$ cat config.mk
export PLATFORM = sky130hd
export DESIGN_NAME = serial_add_ctrl_flat
export DESIGN_NICKNAME = d
export VERILOG_FILES = /design/src/rtl/serial_add_ctrl_if.sv /design/src/rtl/serial_add_ctrl.sv /design/src/flat_wrapper.sv
export SDC_FILE = /design/constraint.sdc
export NUM_CORES = 1
export LEC_CHECK = 0
export CORE_MARGIN = 2
export CORE_UTILIZATION = 25
export CTS_CLUSTER_DIAMETER = 100
export DETAILED_ROUTE_END_ITERATION = 10
export DONT_BUFFER_PORTS = 1
export PLACE_DENSITY = 0.34
export SKIP_CTS_REPAIR_TIMING = 1
export SYNTH_ARGS = -nofsm -noshare
export SYNTH_HDL_FRONTEND = slang
export SYNTH_HIERARCHICAL = 1
export SYNTH_SLANG_ARGS = --single-unit
$ cat constraint.sdc
create_clock -name clk -period 2.66 [get_ports clk]
set_clock_uncertainty 0.15 [all_clocks]
set_input_delay 0.133 -clock clk [delete_from_list [all_inputs] [get_ports clk]]
set_output_delay 0.133 -clock clk [all_outputs]
set_load 0.02 [all_outputs]
$ cat src/rtl/serial_add_ctrl_if.sv
// Start/done handshake and operand/result bus for serial_add_ctrl.
// The requester uses master; the adder uses slave.
interface serial_add_ctrl_if #(
    parameter int WIDTH = 8
);
    logic             start;
    logic [WIDTH-1:0] a;
    logic [WIDTH-1:0] b;
    logic             cin;
    logic             ready;
    logic             busy;
    logic             done;
    logic [WIDTH-1:0] sum;
    logic             cout;

    modport master (
        output start, a, b, cin,
        input  ready, busy, done, sum, cout
    );

    modport slave (
        input  start, a, b, cin,
        output ready, busy, done, sum, cout
    );
endinterface

$ cat src/rtl/serial_add_ctrl.sv
// Bit-serial adder: one full adder, LSB first, WIDTH cycles per add.
// Result and carry are registered and only updated on entry to DONE.
module full_adder (
    input  logic a_i,
    input  logic b_i,
    input  logic c_i,
    output logic s_o,
    output logic co_o
);
    assign s_o  = a_i ^ b_i ^ c_i;
    assign co_o = (a_i & b_i) | (c_i & (a_i ^ b_i));
endmodule

module serial_add_ctrl #(
    parameter int WIDTH = 8
) (
    input logic          clk,
    input logic          rst,
    serial_add_ctrl_if.slave bus
);
    localparam int CW = $clog2(WIDTH) + 1;

    localparam logic [1:0] IDLE = 2'd0;
    localparam logic [1:0] ADD  = 2'd1;
    localparam logic [1:0] DONE = 2'd2;

    logic [1:0]       state_q, state_d;
    logic [WIDTH-1:0] sha_q, sha_d;
    logic [WIDTH-1:0] shb_q, shb_d;
    logic [WIDTH-1:0] shs_q, shs_d;
    logic [WIDTH-1:0] sum_q, sum_d;
    logic             carry_q, carry_d;
    logic             cout_q, cout_d;
    logic [CW-1:0]    cnt_q, cnt_d;
    logic             fa_s, fa_co;

    full_adder u_fa (
        .a_i  (sha_q[0]),
        .b_i  (shb_q[0]),
        .c_i  (carry_q),
        .s_o  (fa_s),
        .co_o (fa_co)
    );

    always_comb begin
        state_d = state_q;
        sha_d   = sha_q;
        shb_d   = shb_q;
        shs_d   = shs_q;
        sum_d   = sum_q;
        carry_d = carry_q;
        cout_d  = cout_q;
        cnt_d   = cnt_q;
        unique case (state_q)
            IDLE: begin
                if (bus.start) begin
                    sha_d   = bus.a;
                    shb_d   = bus.b;
                    carry_d = bus.cin;
                    shs_d   = '0;
                    cnt_d   = '0;
                    state_d = ADD;
                end
            end
            ADD: begin
                sha_d   = sha_q >> 1;
                shb_d   = shb_q >> 1;
                shs_d   = {fa_s, shs_q[WIDTH-1:1]};
                carry_d = fa_co;
                cnt_d   = cnt_q + 1'b1;
                // Last bit: publish the completed word and final carry.
                if (cnt_q == CW'(WIDTH - 1)) begin
                    sum_d   = shs_d;
                    cout_d  = fa_co;
                    state_d = DONE;
                end
            end
            DONE: state_d = IDLE;
            default: state_d = IDLE;
        endcase
    end

    always_ff @(posedge clk or posedge rst) begin
        if (rst) begin
            state_q <= IDLE;
            sha_q   <= '0;
            shb_q   <= '0;
            shs_q   <= '0;
            sum_q   <= '0;
            carry_q <= 1'b0;
            cout_q  <= 1'b0;
            cnt_q   <= '0;
        end else begin
            state_q <= state_d;
            sha_q   <= sha_d;
            shb_q   <= shb_d;
            shs_q   <= shs_d;
            sum_q   <= sum_d;
            carry_q <= carry_d;
            cout_q  <= cout_d;
            cnt_q   <= cnt_d;
        end
    end

    assign bus.ready = (state_q == IDLE);
    assign bus.busy  = (state_q == ADD);
    assign bus.done  = (state_q == DONE);
    assign bus.sum   = sum_q;
    assign bus.cout  = cout_q;
endmodule

$ cat src/flat_wrapper.sv
// flat-port wrapper written by rule: the top's interface ports become plain ports
module serial_add_ctrl_flat 
#(
    parameter int WIDTH = 8
)
  (clk, rst, bus_start, bus_a, bus_b, bus_cin, bus_ready, bus_busy, bus_done, bus_sum, bus_cout);
  serial_add_ctrl_if #(.WIDTH(WIDTH)) bus_i ();
  input logic clk;
  input logic rst;
  input wire logic [$bits(bus_i.start)-1:0] bus_start;
  input wire logic [$bits(bus_i.a)-1:0] bus_a;
  input wire logic [$bits(bus_i.b)-1:0] bus_b;
  input wire logic [$bits(bus_i.cin)-1:0] bus_cin;
  output wire logic [$bits(bus_i.ready)-1:0] bus_ready;
  output wire logic [$bits(bus_i.busy)-1:0] bus_busy;
  output wire logic [$bits(bus_i.done)-1:0] bus_done;
  output wire logic [$bits(bus_i.sum)-1:0] bus_sum;
  output wire logic [$bits(bus_i.cout)-1:0] bus_cout;
  assign bus_i.start = bus_start;
  assign bus_i.a = bus_a;
  assign bus_i.b = bus_b;
  assign bus_i.cin = bus_cin;
  assign bus_ready = bus_i.ready;
  assign bus_busy = bus_i.busy;
  assign bus_done = bus_i.done;
  assign bus_sum = bus_i.sum;
  assign bus_cout = bus_i.cout;
  serial_add_ctrl #(.WIDTH(WIDTH)) u_core (.clk(clk), .rst(rst), .bus(bus_i));
endmodule
==> results.cfg <==
[critical_path]
path_class = reg2reg
critPathMaxFanout = 22
cp.arrival_ns = 2.09
cpPeakStageDelay_ns = 0.57
cp_slowest_cell = dlygate4sd3_1
cp.required_ns = 2.72
crit_path_start_kind = flop
path_cells = buf_4, nor2b_1, a21oi_1, dlygate4sd3_1, o21ai_0
endpoint_kind = flop

[sta]
fmax_mhz = 492
setup_viol = 0
hold_viol = 0
period_share = 0.764
slew_headroom = 0.596
timing.hold.ws_ns = 0.00327
maxSlewViolCount = 0
min_period_ns = 2.03
fin_setup_tns_ns = 0
worstMarginPinSlew_ns = 0.606
setup_ws_ns = 0.627
rsz0062_at_grt = no

[grt]
track_usage = 0.105
gr-total-overflow = 0
grt_pass1_wl_um = 6180
antenna_found_initial = 0
grt_max_degree = 40
grt_pass1_vias = 1258

[drt]
drc = 0
vias = 1221
vias_per_cell = 4.85
drtIter0Drc = 45
drt_first_pass_iters = 4
antenna_left = 0
post_drt_wl_per_cell_um = 14.3
drt-total-wl_um = 3610

[placed_design]
pre_cts_ws_ns = 0.866
io_buffer_count = 0
placedInstanceArea_um2 = 1830
hpwlAfterDp_um = 2350
place.gp.congestion = 0.708

[yosys]
synth_top_family_by_area = compound AO/OA/AOI/OAI gates
avgSynthCellArea_um2 = 11.2
synthXorXnorAreaFrac = 0
synthCells = 155
synth.area.mux_share = 0.0644
ys.warnings.count = 6
synthAdderAreaFrac = 0.0188
synth_simple_gate_area_frac = 0.146
yosysSeqAreaShare = 0.564
synth_nets = 177
synth-compound-area-share = 0.180
syn_area_um2 = 1730
yosysUniqueCellTypes = 24
ys_seq_elements = 39

[cts]
cts_buffers = 5
htree_levels = 2
cts_tree = yes
clock_path_buffers = 2
cts_root_buf = clkbuf_8
path_clk_slew_ns = 0.08
cts.sinks = 39
worstSkewPairLatency_ns = 0.29

[power]
vdd_drop_max_v = 0.000327
p_leak_nw = 0.947
power_density_nw_per_um2 = 1130

[die]
rows = 30
ios = 32
initial_core_util = 0.256
die-area_um2 = 7600
fp.coreArea_um2 = 6760
chipHeight_um = 87.2
fp.dieW_um = 87.2

[cells_and_area]
final_common_cell = dfrtp_1
post-route-cell-area_um2 = 2080
finalNetCount = 193
layout-drive-gt1-share = 0.140
antenna_cells = 0
layout_common_cells = 39 x dfrtp_1, 18 x a21oi_1, 17 x o21ai_0
area_delta_synth_final_pct = 20.0

[run_status]
status = complete, no violations

[worst_hold_path]
min_path_type = in2reg

[run]
cap_violations = 0
Yosys cell counts:
library cell / instances / area [µm²]
a21oi_1: 18 / 90.1
ha_1: 1 / 12.5
a22o_1: 9 / 78.8
and2_1: 1 / 6.26
o21bai_1: 1 / 7.51
nand2b_2: 1 / 8.76
buf_2: 4 / 20.0
nor2_1: 2 / 7.51
nand2_1: 15 / 56.3
o31ai_1: 1 / 7.51
dfrtp_1: 39 / 976
o21ai_1: 1 / 5.00
mux2i_1: 1 / 10.0
fa_1: 1 / 20.0
and3b_1: 11 / 96.3
clkbuf_1: 5 / 18.8
nor3_4: 1 / 16.3
mux2_2: 9 / 101
a22oi_1: 5 / 37.5
nand2b_1: 1 / 6.26
o21ai_0: 17 / 85.1
nand3_1: 1 / 5.00
nor2b_1: 8 / 50.1
inv_1: 2 / 7.51
final timing paths:
kind	from	to	slack [ns]	cells past startpoint
worst min-delay path	bus_b[6]	u_core/shb_q[6]	0.003	3
min in group asynchronous	rst	u_core/bus.sum[4]	0.26	3
max in group asynchronous	rst	u_core/cnt_q[3]	1.76	3
worst max register to register	u_core/state_q[1]	u_core/shb_q[1]	0.63	5
worst max-delay path	u_core/state_q[1]	u_core/shb_q[1]	0.63	5
worst min register to register	u_core/sha_q[1]	u_core/sha_q[1]	0.33	2
flip-flops by register name (all words and copies together) (netlist names):
| name | flops |
|---|---|
| u_core/state_q | 2 |
| u_core/carry_q | 1 |
| u_core/bus.sum | 8 |
| u_core/shb_q | 8 |
| u_core/cnt_q | 4 |
| u_core/bus.cout | 1 |
| u_core/sha_q | 8 |
| u_core/shs_q | 7 |
per-stage QoR:
step / std cells / util / total power (W)
3_5_place_dp: 231 / 0.271 / 0.00184
3_3_place_gp: 231 / 0.271 / 0.00182
6_report: 252 / 0.307 / 0.00235
5_1_grt: 252 / 0.307 / 0.00255
2_1_floorplan: 155 / - / 0.00164
4_1_cts: 239 / 0.288 / 0.00237
layout make-up:
type                            instances  area [µm²]
Fill cell                             722        4680
Sequential cell                        39         976
Multi-Input combinational cell        105         708
Timing Repair Buffer                   18         168
Tap cell                               80         100
Clock buffer                            6        82.6
Clock inverter                          2        35.0
Inverter                                2        7.51
worst max-delay path: cells and delay by family (launching register included):
kind	cells	cell delay, ns
AO/OA/AOI/OAI	2	0.27
buffers and inverters	2	0.78
flip-flops	1	0.38
AND/OR/NAND/NOR	1	0.37
routing by layer:
layer / part of all wire / up-vias / wire (µm) / global-route usage
li1: - / 583 / - / -
met1: 0.48 / 605 / 1720 / 0.142
met2: 0.47 / 26 / 1690 / 0.161
met3: 0.040 / 7 / 146 / 0.0313
met4: 0.013 / 0 / 48 / 0.0336
met5: 0 / - / 0 / 0
cell families (layout without fill, tap and decap cells):
group           after synthesis  in the layout
simple gates                 41             41
buf+inv                      11             28
compound gates               52             52
flops                        39             39
fa+ha+maj                     2              2
mux                          10             10
report_power, final:
group | internal (W) | switching [W]
registers | 0.000833 | 0.000236
clock network | 0.000303 | 0.000202
logic | 0.000366 | 0.000407
Note: power is estimated with default switching activity, not from simulation.
